==> src/rtl/systolic_pkg.sv <==
`default_nettype none
// ============================================================================
// Module      : systolic_pkg
// Description : Shared types and sizing helpers for the systolic sequencer.
// Revision    : 1.0
// ============================================================================
package systolic_pkg;

    localparam int DIM_DEFAULT = 8;

    typedef enum logic [1:0] {
        OP_LOAD_A  = 2'd0,
        OP_LOAD_B  = 2'd1,
        OP_COMPUTE = 2'd2,
        OP_READ_C  = 2'd3
    } op_t;

    typedef enum logic [2:0] {
        S_IDLE  = 3'd0,
        S_LOAD  = 3'd1,
        S_CLEAR = 3'd2,
        S_RUN   = 3'd3,
        S_READ  = 3'd4
    } state_t;

    function automatic int rowbits(input int dim);
        return (dim > 1) ? $clog2(dim) : 1;
    endfunction

    function automatic int run_cycles(input int dim);
        return 3 * dim - 2;
    endfunction

endpackage
`default_nettype wire

==> src/rtl/seq_counter.sv <==
`default_nettype none
// ============================================================================
// Module      : seq_counter
// Description : Loadable down-counter with zero flag; stops at zero.
// Revision    : 1.0
// ============================================================================
module seq_counter #(
    parameter int WIDTH = 5
) (
    input  logic             clk,
    input  logic             rst_n,
    input  logic             load,
    input  logic [WIDTH-1:0] load_val,
    input  logic             dec,
    output logic [WIDTH-1:0] count,
    output logic             zero
);

    logic [WIDTH-1:0] r_count;

    always_ff @(posedge clk or negedge rst_n) begin
        if (!rst_n) begin
            r_count <= '0;
        end else if (load) begin
            r_count <= load_val;
        end else if (dec && (r_count != '0)) begin
            r_count <= r_count - 1'b1;
        end
    end

    assign count = r_count;
    assign zero  = (r_count == '0);

endmodule
`default_nettype wire

==> src/rtl/systolic_seq.sv <==
`default_nettype none
// ============================================================================
// Module      : systolic_seq
// Description : Command sequencer driving memA/memB/systolic-array strobes.
// Revision    : 1.0
// ============================================================================
module systolic_seq
    import systolic_pkg::*;
#(
    parameter  int DIM     = DIM_DEFAULT,
    localparam int ROWBITS = rowbits(DIM)
) (
    input  logic               clk,
    input  logic               rst_n,
    input  logic               cmd_valid,
    output logic               cmd_ready,
    input  logic [1:0]         cmd_op,
    input  logic [ROWBITS-1:0] cmd_row,
    output logic               a_WrEn,
    output logic [ROWBITS-1:0] Arow,
    output logic               b_WrEn,
    output logic               mem_en,
    output logic               sa_clr,
    output logic               sa_en,
    output logic [ROWBITS-1:0] Crow,
    output logic               c_valid,
    output logic               done,
    output logic               err,
    output logic               busy
);

    localparam int               CW         = ROWBITS + 2;
    localparam logic [CW-1:0]    c_run_load = CW'(run_cycles(DIM) - 1);
    localparam logic [CW-1:0]    c_rd_load  = CW'(DIM - 1);
    localparam logic [ROWBITS:0] c_b_full   = (ROWBITS + 1)'(DIM);

    state_t r_state, w_state_nxt;
    op_t    w_op;

    // Every output is a flop; the *_nxt values are what appears next cycle.
    logic               r_ready, r_awr, r_bwr, r_run, r_clr, r_cval, r_done, r_err;
    logic [ROWBITS-1:0] r_arow, r_crow;
    logic               w_ready_nxt, w_awr_nxt, w_bwr_nxt, w_run_nxt, w_clr_nxt;
    logic               w_cval_nxt, w_done_nxt, w_err_nxt;
    logic [ROWBITS-1:0] w_arow_nxt, w_crow_nxt;

    logic [DIM-1:0]     r_amask;
    logic [ROWBITS:0]   r_bcnt;
    logic               r_stale;
    logic               w_set_a, w_set_b, w_clr_ops, w_stale_clr;

    logic               w_accept;
    logic               w_cnt_load, w_cnt_dec, w_cnt_zero;
    logic [CW-1:0]      w_cnt_val, w_cnt;

    assign w_op     = op_t'(cmd_op);
    assign w_accept = cmd_valid & r_ready;

    seq_counter #(
        .WIDTH (CW)
    ) u_cnt (
        .clk      (clk),
        .rst_n    (rst_n),
        .load     (w_cnt_load),
        .load_val (w_cnt_val),
        .dec      (w_cnt_dec),
        .count    (w_cnt),
        .zero     (w_cnt_zero)
    );

    always_ff @(posedge clk or negedge rst_n) begin
        if (!rst_n) begin
            r_state <= S_IDLE;
        end else begin
            r_state <= w_state_nxt;
        end
    end

    always_comb begin
        w_state_nxt = r_state;
        w_ready_nxt = 1'b0;
        w_awr_nxt   = 1'b0;
        w_arow_nxt  = '0;
        w_bwr_nxt   = 1'b0;
        w_run_nxt   = 1'b0;
        w_clr_nxt   = 1'b0;
        w_cval_nxt  = 1'b0;
        w_crow_nxt  = '0;
        w_done_nxt  = 1'b0;
        w_err_nxt   = 1'b0;
        w_cnt_load  = 1'b0;
        w_cnt_val   = '0;
        w_cnt_dec   = 1'b0;
        w_set_a     = 1'b0;
        w_set_b     = 1'b0;
        w_clr_ops   = 1'b0;
        w_stale_clr = 1'b0;
        case (r_state)
            S_IDLE: begin
                if (w_accept) begin
                    case (w_op)
                        OP_LOAD_A: begin
                            w_state_nxt = S_LOAD;
                            w_awr_nxt   = 1'b1;
                            w_arow_nxt  = cmd_row;
                            w_done_nxt  = 1'b1;
                            w_set_a     = 1'b1;
                        end
                        OP_LOAD_B: begin
                            w_state_nxt = S_LOAD;
                            w_bwr_nxt   = 1'b1;
                            w_done_nxt  = 1'b1;
                            w_set_b     = 1'b1;
                        end
                        OP_COMPUTE: begin
                            if ((&r_amask) && (r_bcnt == c_b_full)) begin
                                w_state_nxt = S_CLEAR;
                                w_clr_nxt   = 1'b1;
                            end else begin
                                w_err_nxt   = 1'b1;
                            end
                        end
                        OP_READ_C: begin
                            if (!r_stale) begin
                                w_state_nxt = S_READ;
                                w_cval_nxt  = 1'b1;
                                w_done_nxt  = (c_rd_load == '0);
                                w_cnt_load  = 1'b1;
                                w_cnt_val   = c_rd_load;
                            end else begin
                                w_err_nxt   = 1'b1;
                            end
                        end
                        default: w_err_nxt = 1'b1;
                    endcase
                end else begin
                    // Also the path out of an err cycle, where ready is held low.
                    w_ready_nxt = 1'b1;
                end
            end
            S_LOAD: begin
                w_state_nxt = S_IDLE;
                w_ready_nxt = 1'b1;
            end
            S_CLEAR: begin
                w_state_nxt = S_RUN;
                w_run_nxt   = 1'b1;
                w_done_nxt  = (c_run_load == '0);
                w_cnt_load  = 1'b1;
                w_cnt_val   = c_run_load;
                w_clr_ops   = 1'b1;
            end
            S_RUN: begin
                if (w_cnt_zero) begin
                    w_state_nxt = S_IDLE;
                    w_ready_nxt = 1'b1;
                    w_stale_clr = 1'b1;
                end else begin
                    w_cnt_dec   = 1'b1;
                    w_run_nxt   = 1'b1;
                    w_done_nxt  = (w_cnt == CW'(1));
                end
            end
            S_READ: begin
                if (w_cnt_zero) begin
                    w_state_nxt = S_IDLE;
                    w_ready_nxt = 1'b1;
                end else begin
                    w_cnt_dec   = 1'b1;
                    w_cval_nxt  = 1'b1;
                    w_crow_nxt  = r_crow + 1'b1;
                    w_done_nxt  = (w_cnt == CW'(1));
                end
            end
            default: begin
                w_state_nxt = S_IDLE;
                w_ready_nxt = 1'b1;
            end
        endcase
    end

    always_ff @(posedge clk or negedge rst_n) begin
        if (!rst_n) begin
            r_ready <= 1'b1;
            r_awr   <= 1'b0;
            r_arow  <= '0;
            r_bwr   <= 1'b0;
            r_run   <= 1'b0;
            r_clr   <= 1'b0;
            r_cval  <= 1'b0;
            r_crow  <= '0;
            r_done  <= 1'b0;
            r_err   <= 1'b0;
        end else begin
            r_ready <= w_ready_nxt;
            r_awr   <= w_awr_nxt;
            r_arow  <= w_arow_nxt;
            r_bwr   <= w_bwr_nxt;
            r_run   <= w_run_nxt;
            r_clr   <= w_clr_nxt;
            r_cval  <= w_cval_nxt;
            r_crow  <= w_crow_nxt;
            r_done  <= w_done_nxt;
            r_err   <= w_err_nxt;
        end
    end

    // Operand completeness and result freshness tracking.
    always_ff @(posedge clk or negedge rst_n) begin
        if (!rst_n) begin
            r_amask <= '0;
            r_bcnt  <= '0;
            r_stale <= 1'b1;
        end else begin
            if (w_clr_ops) begin
                r_amask <= '0;
                r_bcnt  <= '0;
            end else begin
                if (w_set_a) begin
                    r_amask[cmd_row] <= 1'b1;
                end
                if (w_set_b && (r_bcnt != c_b_full)) begin
                    r_bcnt <= r_bcnt + 1'b1;
                end
            end
            if (w_set_a || w_set_b) begin
                r_stale <= 1'b1;
            end else if (w_stale_clr) begin
                r_stale <= 1'b0;
            end
        end
    end

    assign cmd_ready = r_ready;
    assign busy      = ~r_ready;
    assign a_WrEn    = r_awr;
    assign Arow      = r_arow;
    assign b_WrEn    = r_bwr;
    assign mem_en    = r_run;
    assign sa_en     = r_run;
    assign sa_clr    = r_clr;
    assign Crow      = r_crow;
    assign c_valid   = r_cval;
    assign done      = r_done;
    assign err       = r_err;

endmodule
`default_nettype wire

==> config.mk <==
export PLATFORM = sky130hd
export DESIGN_NAME = systolic_seq
export DESIGN_NICKNAME = d
export VERILOG_FILES = /design/src/rtl/systolic_pkg.sv /design/src/rtl/seq_counter.sv /design/src/rtl/systolic_seq.sv
export SDC_FILE = /design/constraint.sdc
export NUM_CORES = 1
export LEC_CHECK = 0
export BUFFER_PORTS_ARGS = -buffer_cell sky130_fd_sc_hd__buf_2
export CORE_MARGIN = 5
export CORE_UTILIZATION = 45
export CTS_CLUSTER_DIAMETER = 50
export CTS_CLUSTER_SIZE = 20
export DETAILED_ROUTE_END_ITERATION = 16
export PLACE_DENSITY_LB_ADDON = 0.05
export SLEW_MARGIN = 30
export SYNTH_ARGS = -nofsm -noshare
export SYNTH_HDL_FRONTEND = slang
export SYNTH_SLANG_ARGS = --single-unit
==> constraint.sdc <==
create_clock -name clk -period 2.7 [get_ports clk]
set_clock_uncertainty 0.2 [all_clocks]
set_input_delay 0.27 -clock clk [delete_from_list [all_inputs] [get_ports clk]]
set_output_delay 0.27 -clock clk [all_outputs]
set_load 0.005 [all_outputs]
==> impl_metrics.csv <==
group,metric,value,unit
outcome,status,"finished, final reports clean",
placed_design,globalplace.congestion,0.819,
global_routing,grt_max_degree,36,
timing,period_share,83.2,%
clock_tree,cts-root-buf,"clkbuf_8",
timing,whs,34.3,ps
route,wirelength,3500,um
placed_design,pre_cts_ws,486,ps
timing,setup_violations,0,
global_routing,grt_overflow_total,0,
timing,hold_viol,0,
timing,slew_headroom,48.9,%
synth,synth.top_cell.area_share,50.0,%
synth,seq_area_frac_synth,53.2,%
power,powerDensity,925,nW/um^2
synth,synthFlopType,"dfrtp_1",
critical_path,critPathMaxFanout,11,
synth,synthTopCellsByArea,"dfrtp_1 (50%), ha_1 (4.5%), dfstp_2 (3.2%), nand2_1 (3.0%), nor2_1 (2.7%)",
floorplan,die_h,70.6,um
final_layout,seq_area,878,um^2
critical_path,critPathArrivalTime,2230,ps
synth,synth_top_cell_by_area,"dfrtp_1",
timing,timing.final.ws_setup,455,ps
final_layout,nNetsFinal,195,
synth,synthesis.area,1650,um^2
clock_tree,cts_max_path_buffers,2,
final_layout,area_growth,17.2,%
placed_design,dpl.hpwl,2500,um
critical_path,startpoint_type,"register",
route,ant_nets,0,
synth,synthCells,153,
min_path,hp-class,"in -> reg",
clock_tree,cts_tree,"done",
synth,synth_seq_cells,35,
final_layout,fillers,346,
floorplan,die-width,70.6,um
floorplan,num_rows,22,
timing,max_freq,445,MHz
clock_tree,numCtsBuffers,5,
synth,synth_nets,167,
route,firstDrtPassIters,5,
critical_path,endpoint_kind,"register",
route,drc,0,
clock_tree,clkSinkCount,35,
timing,slew_violations,0,
critical_path,crit_type,"reg -> reg",
route,via_per_inst,5.47,
global_routing,grt_pass1_vias,1231,
synth,post_synth_num_cell_types,42,
synth,avgSynthCellArea,10.8,um^2
floorplan,core_area,3610,um^2
clock_tree,cts.reportedPaths.clkPinSlew,70,ps
power,peakVddDrop,0.000515,V
final_layout,multi_input_area,698,um^2
final_layout,layout_common_cells,"dfrtp_1 (33), buf_2 (23), nand2_1 (13)",
floorplan,die-area,4980,um^2
clock_tree,insertion_delay,290,ps
global_routing,grt_usage,15.0,%
clock_tree,cts_max_level,2,
final_layout,drive_above_1_share,23.6,%
final_layout,utilization,53.7,%
route,vias,1258,
flow_run,maxCapViolations,0,
timing,worst_slew_pin_slew,767,ps
synth,synthArstFlopShare,100,%
synth,synth_edf_count,0,
synth,ys_warn_count,0,
final_layout,diodes,0,
global_routing,grt_pass1_wl,5820,um
final_layout,final_common_cell,"dfrtp_1",
floorplan,boundaryPins,24,
power,power.leakage,0.934,nW
global_routing,antenna_found_initial,0,
route,first_iter_violations,86,
floorplan,start_util,45.8,%
timing,rsz0062_at_grt,"no",
critical_path,critPathRequiredTime,2690,ps
timing,finalSetupTns,0,ps
route,wl_per_cell,15.2,um
critical_path,r2r_slack,450,ps
placed_design,io_buffers,23,
timing,min_period,2250,ps
[report_power, final]
part	leakage (nW)	internal (mW)	switching, mW
sequential	0.457	0.680	0.141
clock	0.0612	0.299	0.195
combinational	0.416	0.223	0.253
[cell usage after synthesis (5+ instances only)]
| cell type | number |
|---|---|
| o31ai_1 | 5 |
| nor3_1 | 6 |
| nand2_1 | 13 |
| a21oi_1 | 7 |
| nor2_1 | 12 |
| inv_1 | 11 |
| ha_1 | 6 |
| dfrtp_1 | 33 |
[registers in the layout, indices dropped and copies added, names as in the netlist, 3 cells and up]
signal,cells
r_state,3
u_cnt.count,5
Crow,3
r_amask,8
r_bcnt,4
Arow,3
[final timing paths]
kind | from | endpoint | cells past startpoint
max in group asynchronous | rst_n | Crow[1] | 2
min in group asynchronous | rst_n | r_bcnt[1] | 2
setup / recovery | r_state[0] | r_bcnt[2] | 4
setup reg to reg | r_state[0] | r_bcnt[2] | 4
hold reg to reg | Crow[0] | Crow[0] | 1
hold / removal | cmd_row[2] | r_amask[2] | 2
[worst max-delay path, stage by stage, from the launching register on]
cell,delay [ps]
dfrtp_1,490
or3_4,470
nor3b_1,560
a21boi_0,200
o21a_1,210
[area by class of cell]
type,count,area share (%)
flip-flops and latches,35,45.4
clock inverters,2,1.81
well taps,48,3.10
clock buffers,6,4.27
repair buffers,26,7.24
multi-input cells,102,36.1
inverters,11,2.13
[stage by stage]
stage,area (um^2),total power [mW],cells
after global routing,1940,1.91,230
after detailed placement,1810,1.31,221
after CTS,1940,1.80,230
final,1940,1.79,230
after floorplan,1650,1.15,153
after global placement,1810,1.29,221
[metal layers]
metal | track usage [%] | part of all wire [%]
met4 | 6.26 | 1.9
met3 | 5.26 | 6.7
met5 | 0 | 0
met2 | 22.3 | 44
met1 | 20.0 | 48
[kinds of logic after synthesis]
logic type      Yosys count  synth area share (%)
mux                       2                  1.21
xor+xnor                  2                  1.06
buf+inv                  16                  4.55
fa+ha+maj                 6                  4.55
flops                    35                  53.2
compound gates           29                  12.4
simple gates             63                  23.0
[timing repair]
item,4_1_cts,5_1_grt
hold buffers,1,0
endpoints found under the hold margin,33,0
resized for setup,0,0
setup buffers,0,0
Power figures use the tool's default switching activity.
